==> config.mk <==
export PLATFORM = sky130hd
export DESIGN_NAME = inverse_sched
export DESIGN_NICKNAME = d
export VERILOG_FILES = /design/src/rtl/inverse_pkg.sv /design/src/rtl/inverse_mult_arb.sv /design/src/rtl/inverse_sched.sv
export SDC_FILE = /design/constraint.sdc
export NUM_CORES = 1
export LEC_CHECK = 0
export CAP_MARGIN = 0
export CORE_MARGIN = 4
export CORE_UTILIZATION = 30
export DETAILED_ROUTE_END_ITERATION = 10
export PLACE_DENSITY = 0.6
export SYNTH_ARGS = -nofsm -noshare
export SYNTH_HDL_FRONTEND = slang
export SYNTH_SLANG_ARGS = --single-unit
==> constraint.sdc <==
create_clock -name clk -period 4.2 [get_ports clk]
set_input_delay 0.84 -clock clk [delete_from_list [all_inputs] [get_ports clk]]
set_output_delay 0.84 -clock clk [all_outputs]
set_load 0.01 [all_outputs]
==> src/rtl/inverse_pkg.sv <==
// Shared types and constants for the matrix-inverse sequencer and its multiplier arbiter.
package inverse_pkg;

  typedef enum logic [1:0] {
    IDLE = 2'd0,
    RUN  = 2'd1,
    DONE = 2'd2
  } sched_state_t;

  typedef enum logic [1:0] {
    PH_CHOL  = 2'd0,
    PH_LTINV = 2'd1,
    PH_MULT  = 2'd2,
    PH_IDLE  = 2'd3
  } phase_t;

  localparam logic [1:0] REQ_CHOL  = 2'd0;
  localparam logic [1:0] REQ_LTINV = 2'd1;
  localparam logic [1:0] REQ_DIV   = 2'd2;
  localparam logic [1:0] SEL_NONE  = 2'd3;

  // Index 'step' positions after 'base' in the three-entry ring.
  function automatic logic [1:0] rr_idx(input logic [1:0] base, input logic [1:0] step);
    logic [2:0] sum;
    sum = {1'b0, base} + {1'b0, step};
    return (sum >= 3'd3) ? 2'(sum - 3'd3) : sum[1:0];
  endfunction

  function automatic logic [1:0] gnt_to_sel(input logic [2:0] gnt);
    logic [1:0] sel;
    case (gnt)
      3'b001:  sel = REQ_CHOL;
      3'b010:  sel = REQ_LTINV;
      3'b100:  sel = REQ_DIV;
      default: sel = SEL_NONE;
    endcase
    return sel;
  endfunction

endpackage

==> src/rtl/inverse_mult_arb.sv <==
// Owner-priority round-robin arbiter for the shared array_mult; grant is registered.
module inverse_mult_arb
  import inverse_pkg::*;
(
  input  logic       clk,
  input  logic       rst_n,
  input  logic [2:0] req_i,
  input  logic [1:0] owner_i,
  input  logic       upd_i,
  input  logic       clr_i,
  output logic [2:0] gnt_o
);

  logic [2:0] gnt_q, gnt_d;
  logic [1:0] ptr_q, ptr_d;
  logic [1:0] cand1_s, cand2_s;
  logic [1:0] pick_idx_s;
  logic       pick_vld_s;

  // Phase owner first, then the ring starting just after the last winner.
  always_comb begin
    cand1_s    = rr_idx(ptr_q, 2'd1);
    cand2_s    = rr_idx(ptr_q, 2'd2);
    pick_vld_s = 1'b1;
    pick_idx_s = ptr_q;
    if (owner_i != SEL_NONE && req_i[owner_i]) begin
      pick_idx_s = owner_i;
    end else if (req_i[cand1_s]) begin
      pick_idx_s = cand1_s;
    end else if (req_i[cand2_s]) begin
      pick_idx_s = cand2_s;
    end else if (req_i[ptr_q]) begin
      pick_idx_s = ptr_q;
    end else begin
      pick_vld_s = 1'b0;
    end
  end

  always_comb begin
    gnt_d = gnt_q;
    ptr_d = ptr_q;
    if (clr_i) begin
      gnt_d = 3'b000;
      ptr_d = REQ_DIV;
    end else if (upd_i) begin
      if (pick_vld_s) begin
        gnt_d = 3'b001 << pick_idx_s;
        ptr_d = pick_idx_s;
      end else begin
        gnt_d = 3'b000;
        ptr_d = ptr_q;
      end
    end else begin
      gnt_d = gnt_q;
      ptr_d = ptr_q;
    end
  end

  always_ff @(posedge clk or negedge rst_n) begin
    if (!rst_n) begin
      gnt_q <= 3'b000;
      ptr_q <= REQ_DIV;
    end else begin
      gnt_q <= gnt_d;
      ptr_q <= ptr_d;
    end
  end

  assign gnt_o = gnt_q;

endmodule

==> src/rtl/inverse_sched.sv <==
// Start/done sequencer for Cholesky -> LT inverse -> final multiply, with mat_mult strobes and
// shared-multiplier arbitration. Define INVERSE_SCHED_PERF_EN to add the stall_cnt port.
module inverse_sched
  import inverse_pkg::*;
#(
  parameter int CNT_W     = 8,
  parameter int PERIOD    = 229,
  parameter int MM_RST0   = 28,
  parameter int MM_RST1   = 98,
  parameter int MM_RST2   = 214,
  parameter int VEC_LO    = 89,
  parameter int VEC_HI    = 98,
  parameter int PH1_START = 29,
  parameter int PH2_START = 99
) (
  input  logic             clk,
  input  logic             rst_n,
  input  logic             start,
  input  logic             en,
  output logic             busy,
  output logic             done,
  output logic [CNT_W-1:0] count,
  output logic [1:0]       phase,
  output logic             mm_rst,
  output logic             mm_mat_mode,
  input  logic [2:0]       mult_req,
  output logic [2:0]       mult_gnt,
  output logic [1:0]       mult_sel
`ifdef INVERSE_SCHED_PERF_EN
  ,
  output logic [15:0]      stall_cnt
`endif
);

  sched_state_t     state_q, state_d;
  logic [CNT_W-1:0] count_q, count_d;
  logic             mm_rst_q, mm_rst_d;
  logic             run_s, run_en_s, last_s;
  phase_t           phase_s;
  logic [1:0]       owner_s;

  assign run_s    = (state_q == RUN);
  assign run_en_s = run_s & en;
  assign last_s   = (count_q == CNT_W'(PERIOD - 1));

  always_ff @(posedge clk or negedge rst_n) begin
    if (!rst_n) begin
      state_q <= IDLE;
    end else begin
      state_q <= state_d;
    end
  end

  // start is only honoured from IDLE; it is dropped, not queued, elsewhere.
  always_comb begin
    state_d = state_q;
    case (state_q)
      IDLE:    state_d = start ? RUN : IDLE;
      RUN:     state_d = (en && last_s) ? DONE : RUN;
      DONE:    state_d = IDLE;
      default: state_d = IDLE;
    endcase
  end

  always_comb begin
    busy = 1'b0;
    done = 1'b0;
    case (state_q)
      RUN:     busy = 1'b1;
      DONE:    done = 1'b1;
      default: begin
        busy = 1'b0;
        done = 1'b0;
      end
    endcase
  end

  always_comb begin
    count_d = count_q;
    if (run_en_s) begin
      count_d = last_s ? '0 : count_q + CNT_W'(1);
    end else if (run_s) begin
      count_d = count_q;
    end else begin
      count_d = '0;
    end
  end

  assign mm_rst_d = run_en_s & ((count_q == CNT_W'(MM_RST0)) ||
                                (count_q == CNT_W'(MM_RST1)) ||
                                (count_q == CNT_W'(MM_RST2)));

  always_ff @(posedge clk or negedge rst_n) begin
    if (!rst_n) begin
      count_q  <= '0;
      mm_rst_q <= 1'b0;
    end else begin
      count_q  <= count_d;
      mm_rst_q <= mm_rst_d;
    end
  end

  always_comb begin
    phase_s = PH_IDLE;
    if (!run_s) begin
      phase_s = PH_IDLE;
    end else if (count_q < CNT_W'(PH1_START)) begin
      phase_s = PH_CHOL;
    end else if (count_q < CNT_W'(PH2_START)) begin
      phase_s = PH_LTINV;
    end else begin
      phase_s = PH_MULT;
    end
  end

  always_comb begin
    owner_s = SEL_NONE;
    case (phase_s)
      PH_CHOL:  owner_s = REQ_CHOL;
      PH_LTINV: owner_s = REQ_LTINV;
      PH_MULT:  owner_s = REQ_DIV;
      default:  owner_s = SEL_NONE;
    endcase
  end

  // Clearing on the next state empties the grant in the very first DONE cycle.
  inverse_mult_arb u_arb (
    .clk     (clk),
    .rst_n   (rst_n),
    .req_i   (mult_req),
    .owner_i (owner_s),
    .upd_i   (run_en_s),
    .clr_i   (state_d != RUN),
    .gnt_o   (mult_gnt)
  );

  assign count       = count_q;
  assign phase       = phase_s;
  assign mm_rst      = mm_rst_q;
  assign mm_mat_mode = ~(run_s && (count_q >= CNT_W'(VEC_LO)) && (count_q < CNT_W'(VEC_HI)));
  assign mult_sel    = gnt_to_sel(mult_gnt);

`ifdef INVERSE_SCHED_PERF_EN
  logic [15:0] stall_q, stall_d;

  always_comb begin
    stall_d = stall_q;
    if (state_q == IDLE && start) begin
      stall_d = 16'h0000;
    end else if (run_s && !en && stall_q != 16'hFFFF) begin
      stall_d = stall_q + 16'h0001;
    end else begin
      stall_d = stall_q;
    end
  end

  always_ff @(posedge clk or negedge rst_n) begin
    if (!rst_n) begin
      stall_q <= 16'h0000;
    end else begin
      stall_q <= stall_d;
    end
  end

  assign stall_cnt = stall_q;
`endif

endmodule

== After elaboration in Yosys (flattened, before gate mapping) ==
Index checks and enable logic that the tools add are counted.

* Flip-flop bits (word level): 16
* Input port bits: 7
* Output and inout port bits: 19
* Word-level logic and storage cells: 85

* Add/subtract/negate cells: 5
* Magnitude comparators: 10
* Equal/unequal tests: 14
* Shifts and indexed selects: 1
* Muxes and demuxes: 36
* Bitwise logic cells: 3
* Reductions and logical operators: 11

{| class="wikitable"
|+ Operator list
! cell !! count
|-
| 2-to-1 mux 2 bit || 12
|-
| 2-to-1 mux 8 bit || 3
|-
| == test 8 bit, second input constant || 2
|-
| < comparator 8 x 7 -> 1 bit, second input constant || 2
|-
| < comparator 2 x 3 -> 1 bit, second input constant || 4
|-
| case mux 2 bit (3 select lines) || 2
|-
| 2-to-1 mux 1 bit || 11
|-
| 2-to-1 mux 3 bit || 3
|-
| adder 8 x 1 -> 8 bit, second input constant || 1
|-
| binary-select mux 1 bit (select 2 bit) || 4
|-
| == test 8 x 5 -> 1 bit, second input constant || 1
|-
| == test 8 x 7 -> 1 bit, second input constant || 1
|-
| >= comparator 8 x 7 -> 1 bit, second input constant || 1
|-
| < comparator 8 x 5 -> 1 bit, second input constant || 1
|-
| >= comparator 3 x 2 -> 1 bit, second input constant || 2
|-
| == test 2 x 1 -> 1 bit, second input constant || 2
|-
| == test 2 bit, second input constant || 2
|-
| logical AND 1 bit || 4
|-
| logical NOT 2 bit || 2
|-
| inequality test 2 x 1 -> 1 bit, second input constant || 2
|-
| case mux 2 bit (2 select lines) || 1
|-
| nonzero test 2 bit || 2
|-
| subtractor 2 bit, second input constant || 2
|-
| adder 2 x 1 -> 3 bit, second input constant || 1
|-
| 10 further kinds || 12
|}

== Longest topological paths before layout ==
Gate-level depths: netlist of run 1.

* Depth in word-level cells: 14
* Mapped depth: 9
* Depth with buffers taken out: 8

== Hierarchy ==
A second synthesis of run 1 with hierarchy kept.

* Cell total of the unflattened synthesis: 148
* Area, all modules: 1,323.8 um2

{| class="wikitable"
|+ By module, submodules not included
! module !! instances !! cells each !! area an instance (um2) !! seq. area each (um2)
|-
| inverse_sched || 1 || 94 || 805.8 || 275.3
|-
| inverse_mult_arb || 1 || 54 || 518.0 || 126.4
|}

== Worst setup path before layout of run 1 ==
No wires, ideal clock.

* Path kind: register -> output
* From: register count_q[0] (netlist: count[0])
* To: output phase[0]
* Arrival time: 1,467 ps
* Path slack: 1,893 ps
* Cell stages (with the launch flop): 6
* Buffers on the path: 0
* Cell sequence: dfrtp_1 -> ha_1 -> nor4_4 -> nor2_1 -> a211o_1 -> nand2_1

* Word-level cells in the longest chain between the ends: 4

{| class="wikitable"
|+ RTL lines
! what !! RTL line !! RTL
|-
| from (decl) || inverse_sched.sv:36 || <nowiki>logic [CNT_W-1:0] count_q, count_d;</nowiki>
|-
| from (signal assigned) || inverse_sched.sv:98 || <nowiki>count_q <= count_d;</nowiki>
|-
| < comparator 8 x 7 -> 1 bit || inverse_sched.sv:109 || <nowiki>end else if (count_q < CNT_W'(PH2_START)) begin</nowiki>
|-
| 2-to-1 mux 2 bit || inverse_sched.sv:109 ||
|-
| 2-to-1 mux 2 bit (*) || inverse_sched.sv:107 || <nowiki>end else if (count_q < CNT_W'(PH1_START)) begin</nowiki>
|-
| 2-to-1 mux 2 bit (*) || inverse_sched.sv:105 || <nowiki>if (!run_s) begin</nowiki>
|-
| to (decl) || inverse_sched.sv:23 || <nowiki>output logic [1:0] phase,</nowiki>
|}

Mark *: on every way between the ends. The rest lies on a longest branch, timed or not.

== Final worst setup path of run 1 ==
Ends and elaborated chain as after synthesis.

==> results of run 1 <==
-- worst max-delay path, cell delays in order (launching register included) --
cell             delay (ns)
dfrtp_1                0.46
ha_1                   0.32
nor4_4                 0.26
nor2_1                 0.11
a211o_1                0.30
nand2_1                0.07
clkdlybuf4s50_1        0.53
-- worst min path at each step --
stage | start | end | slack [ns]
5_1_grt | state_q[1]$_DFF_PN0_ | state_q[0]$_DFF_PN0_ | 0.59
4_1_cts | u_arb.gnt_o[1]$_DFFE_PN0P_ | u_arb.gnt_o[1]$_DFFE_PN0P_ | 0.56
3_5_place_dp | u_arb.gnt_o[1]$_DFFE_PN0P_ | u_arb.gnt_o[1]$_DFFE_PN0P_ | 0.55
6_report | state_q[1]$_DFF_PN0_ | state_q[0]$_DFF_PN0_ | 0.56
2_1_floorplan | state_q[1]$_DFF_PN0_ | state_q[0]$_DFF_PN0_ | 0.49
3_3_place_gp | u_arb.gnt_o[1]$_DFFE_PN0P_ | u_arb.gnt_o[1]$_DFFE_PN0P_ | 0.55
-- cell families after synthesis --
kind of cell | Yosys count | synth area share
buffers and inverters | 18 | 0.0669
xor gates and xnor gates | 3 | 0.0195
AOI/OAI and AO/OA | 41 | 0.212
adders and majority gates | 7 | 0.0651
and+or+nand+nor | 66 | 0.293
DFF | 16 | 0.298
muxes | 6 | 0.0455
-- sequential cells by signal (all words and copies together), names as in the netlist --
| register | count |
|---|---|
| u_arb.gnt_o | 3 |
| u_arb.ptr_q | 2 |
| count | 8 |
| state_q | 2 |
| mm_rst | 1 |
-- per-layer routing --
layer	up-vias	track usage	part of all wire
met5	-	0	0
met4	0	0.0672	0.024
met3	8	0.0120	0.044
met2	29	0.177	0.44
met1	568	0.187	0.49
li1	603	-	-
-- area by class of cell --
cell class / instances / area [sq um] / share of cell area
tap: 52 / 65.1 / 0.0391
clock buffer: 4 / 55.1 / 0.0331
multi-input combinational: 123 / 855 / 0.514
inverter: 10 / 37.5 / 0.0226
sequential: 16 / 402 / 0.241
timing repair buffer: 25 / 250 / 0.150
-- metrics by stage --
stage | utilization | hold slack, ns
6_report | 0.382 | 0.561
3_3_place_gp | 0.370 | 0.546
3_5_place_dp | 0.370 | 0.545
5_1_grt | 0.382 | 0.589
4_1_cts | 0.382 | 0.560
2_1_floorplan | - | 0.491
-- power groups by stage --
stage	Sequential, uW	Combinational [uW]	Clock (uW)
after detailed placement	279	467	0
after global placement	278	469	0
final	276	467	140
after global routing	288	520	149
after CTS	275	471	142
after floorplan	260	331	0
-- Yosys cell counts, types with 2 or more instances --
cell and count:
dfrtp_1 15, nor2_1 14, nand2_1 12, o21ai_0 12, inv_1 9, ha_1 7
a21oi_1 5, mux2i_1 5, nand3_1 5, nor2b_1 5, o31ai_1 5, and3_1 4
and2_0 3, buf_2 3, nand2b_1 3, nand4b_1 3, o21ai_1 3, xor2_1 3
a21o_1 2, a311oi_1 2, a31oi_1 2, buf_6 2, clkbuf_1 2, nand2b_2 2
nand3b_1 2, nor3_1 2, nor4_2 2
==> run summary, run 1 <==
Routed Antenna Nets: 0
Final Slew Violations: 0
Yosys Warn Count: 0
Rel. slew slack: 0.485
leading cell type in the layout, fill and taps excluded: clkdlybuf4s50_1
Main synth FF type: dfrtp_1
Fin Clk Skew: 0.000957 ns
syn nets: 171
max cap viols: 0
n_diodes: 0
final worst path period share: 0.750
post-CTS setup buffers: 0
layout cell share with drive strength beyond 1: 0.0899
die width: 75.0 microns
clock network fraction of total power: 0.159
fin crit period: 3.15 ns
r2r startpoint: u_arb.ptr_q[0]$_DFFE_PN0P_
FMAX: 318 MHz
switching share of total power: 0.408
CTS tree: done
# rows: 24
pwr dens: 531 mW/mm^2
Yosys cell types: 50
Vias/cell: 5.25
main area contributors after synthesis: dfrtp_1 (28%), ha_1 (6.5%), o21ai_0 (4.5%)
CTS-repair resized insts: 0
core box area: 0.00435 sq mm
hpwl dp: 2420 microns
worst slew pin tran: 0.769 ns
antenna violations before repair: 0
pin count of the biggest net entering global routing: 17
cell total after placement: 226
RR Endpoint: u_arb.gnt_o[2]$_DFFE_PN0P_
Seq pwr share: 0.312
Fin. Hold Viols: 0
Worst Path Max Fanout: 8
Port Buffer Count: 25
GRT overflow: 0
Clk Latency, worst-skew pair: 0.25 ns
post-synth top area cell: dfrtp_1
ys async rst share: 1.00
most frequent cells in the layout: clkdlybuf4s50_1 (25), dfrtp_1 (15), nor2_1 (14), nand2_1 (12), o21ai_0 (12)
Final Setup Violations: 0
CTS clock-pin slew for the worst setup and hold paths: 0.07 ns
Sw Pwr: 360 uW
H-tree depth reported by CTS: 1
CP arrival: 2.31 ns
DIE HEIGHT: 75.0 microns
Post-synth EDFFs: 0
internal power: 523 uW
clock sink total: 16
Setup TNS: 0 ns
Syn Inst Count: 157
Worst VDD drop: 0.000238 V
status: complete, no violations
Final Wtd Congestion: 0.814
clk buf depth: 2
fin nets: 193
Layout Area Growth over Synthesis: 23.6%
critical path class: flop to primary output
worst setup path endpoint: phase[0]
Setup WS post-layout: 1.05 ns
Placement Setup Slack: 1.33 ns
CP required: 3.36 ns
number of CTS-inserted buffers: 3
Post-CTS Hold Buffers: 0
full die area: 0.00562 sq mm
Hold Crit Class: flop to flop
overall power: 883 uW
worst hold stages: 1
syn avg cell area: 8.58 sq um
drt drc: 0
Design Area, Final: 0.00166 sq mm
CP Capture Type: primary output
sequential cell area fraction in the yosys report: 0.298
Post-DP Area: 0.00161 sq mm
I/O pin cnt: 26
Leak Pwr: 0.000696 uW
DRT Pass-1 Iters: 4
Non-Filler Instances: 230
Crit. Startpoint: count[0]$_DFFE_PN0P_
unrepaired setup endpoints after global routing: no
Worst R2R Path Depth: 7
GRT Util Overall: 0.126
Iter 0 DRT Violations: 133
first-pass GRT wire length: 5440 microns
number of global-route vias before repair: 1119
WL/cell: 14.0 microns
Synth top area share: 0.279
Layout fillers: 457
r2r setup slk: 1.95 ns
post-synthesis register bit count: 16
Initial Util: 0.309
Detailed Route WL: 3220 microns
root buf cell: clkbuf_8
crit start category: flop
Comb power frac: 0.529
Syn Std Cell Area: 0.00135 sq mm
routed via count: 1208
Power figures use the tool's default switching activity.
==> run 2, diff against run 1 <==
Clock period 4.2 ns to 3.3 ns, I/O delays scaled along.
==> run summary, run 2 (same netlist as run 1, synthesis figures left out) <==
Largest stage delay, worst path: 0.52 ns (about the same)
Fin. Hold Viols: 0 (unchanged)
max reg flops: 8 (unchanged)
status: complete, no violations
critical path class: flop to primary output
DIE HEIGHT: 75.0 microns (unchanged)
Vias/cell: 5.22 (-0.66%)
fin nets: 193 (unchanged)
overall power: 1100 uW (+25%)
Post-DP Area: 0.00161 sq mm (unchanged)
DRT Pass-1 Iters: 4 (unchanged)
Rel. slew slack: 0.464 (-0.0211)
GRT Util Overall: 0.122 (-0.00355)
Worst VDD drop: 0.000195 V (-18%)
full die area: 0.00562 sq mm (unchanged)
Setup TNS: 0 ns (unchanged)
CP required: 2.64 ns (-0.72 ns)
first-pass GRT wire length: 5300 microns (-2.5%)
most frequent cells in the layout: clkdlybuf4s50_1 (25), dfrtp_1 (15), nor2_1 (14), nand2_1 (12), o21ai_0 (12)
root buf cell: clkbuf_8
unrepaired setup endpoints after global routing: no
WL/cell: 13.9 microns (-0.99%)
Final Slew Violations: 0 (unchanged)
FMAX: 335 MHz
drt drc: 0 (unchanged)
number of CTS-inserted buffers: 3 (unchanged)
Fin Clk Skew: 0.00607 ns (+0.00512 ns)
Worst Path Max Fanout: 8 (unchanged)
hold path startpoint: state_q[1]$_DFF_PN0_
Iter 0 DRT Violations: 79 (-41%)
hpwl dp: 2380 microns (-1.6%)
H-tree depth reported by CTS: 1 (unchanged)
Clk Latency, worst-skew pair: 0.26 ns (about the same)
CTS clock-pin slew for the worst setup and hold paths: 0.07 ns (about the same)
max cap viols: 0 (unchanged)
leading cell type in the layout, fill and taps excluded: clkdlybuf4s50_1
Crit. Startpoint: count[0]$_DFFE_PN0P_
CTS tree: done
Layout fillers: 449 (-1.8%)
crit start category: flop
Post-CTS Hold Buffers: 0 (unchanged)
Non-Filler Instances: 230 (unchanged)
n_diodes: 0 (unchanged)
antenna violations before repair: 0 (unchanged)
final worst path period share: 0.905
pwr dens: 667 mW/mm^2 (+26%)
critical-path cell list: ha_1 > nor4_4 > nor2_1 > a211o_1 > nand2_1 > clkdlybuf4s50_1
Layout Area Growth over Synthesis: 22.9%
CP arrival: 2.33 ns (+0.02 ns)
fin crit period: 2.99 ns
core box area: 0.00435 sq mm (unchanged)
cell total after placement: 226 (unchanged)
# rows: 24 (unchanged)
r2r startpoint: u_arb.ptr_q[0]$_DFFE_PN0P_
layout cell share with drive strength beyond 1: 0.0843 (-0.00562)
worst slew pin tran: 0.801 ns (+0.0315 ns)
Hold Crit Class: flop to flop
Port Buffer Count: 25 (unchanged)
clk buf depth: 2 (unchanged)
number of global-route vias before repair: 1104 (-1.3%)
post-CTS setup buffers: 0 (unchanged)
Final Setup Violations: 0 (unchanged)
routed via count: 1200 (-0.66%)
Initial Util: 0.309 (unchanged)
die width: 75.0 microns (unchanged)
Final Wtd Congestion: 0.814 (unchanged)
pin count of the biggest net entering global routing: 17 (unchanged)
I/O pin cnt: 26 (unchanged)
clock sink total: 16 (unchanged)
CP Capture Type: primary output
Routed Antenna Nets: 0 (unchanged)
Worst path slowest cell: clkdlybuf4s50_1
GRT overflow: 0 (unchanged)
Leak Pwr: 0.000690 uW (-0.86%)
Detailed Route WL: 3190 microns (-0.99%)
Design Area, Final: 0.00165 sq mm (-0.60%)
CTS-repair resized insts: 0 (unchanged)
[run 2: cell counts in the layout (fill, tap and decap cells not counted)]
Identical to the previous run, type by type.
[run 2: report_power, final]
| group | internal (uW) | switching (uW) |
|---|---|---|
| registers | 249 | 99.8 |
| clock network | 85.8 | 71.9 |
| logic | 310 | 286 |
| total | 645 | 458 |
[run 2: layer usage]
metal / global-route usage / vias to the layer above / wire [microns]
met3: 0.0120 / 6 / 146
met1: 0.179 / 555 / 1600
li1: - / 607 / -
met4: 0.0593 / 0 / 64
met5: 0 / - / 0
met2: 0.178 / 32 / 1380
[run 2: path summary, 6_finish.rpt]
check / end / slack, ns / cells past startpoint
max in group asynchronous: count[6]$_DFFE_PN0P_ / 1.93 / 1
max: phase[0] / 0.31 / 6
min reg2reg: state_q[0]$_DFF_PN0_ / 0.55 / 1
min in group asynchronous: count[3]$_DFFE_PN0P_ / 0.86 / 1
max reg2reg: u_arb.gnt_o[2]$_DFFE_PN0P_ / 1.09 / 7
min: state_q[0]$_DFF_PN0_ / 0.55 / 1
[run 2: layout make-up]
cell class | count | area (sq um) | share of cell area
multi-input combinational | 123 | 855 | 0.517
sequential | 16 | 402 | 0.243
timing repair buffer | 25 | 250 | 0.151
tap | 52 | 65.1 | 0.0393
clock buffer | 4 | 45.0 | 0.0272
inverter | 10 | 37.5 | 0.0227
[run 2: metrics by stage]
stage	util	hold slack [ns]	setup WS, ns
floorplan	-	0.364	1.17
global placement	0.370	0.546	0.632
detailed placement	0.370	0.541	0.609
CTS	0.380	0.554	0.333
global route	0.380	0.570	0.182
finish	0.380	0.549	0.315
[run 2: worst max-delay path, delay by kind of cell, from the launching register on]
| kind | cells | cell delay, ns |
|---|---|---|
| buffers and inverters | 1 | 0.52 |
| DFF | 1 | 0.47 |
| and+or+nand+nor | 3 | 0.45 |
| adders and majority gates | 1 | 0.32 |
| AOI/OAI and AO/OA | 1 | 0.31 |
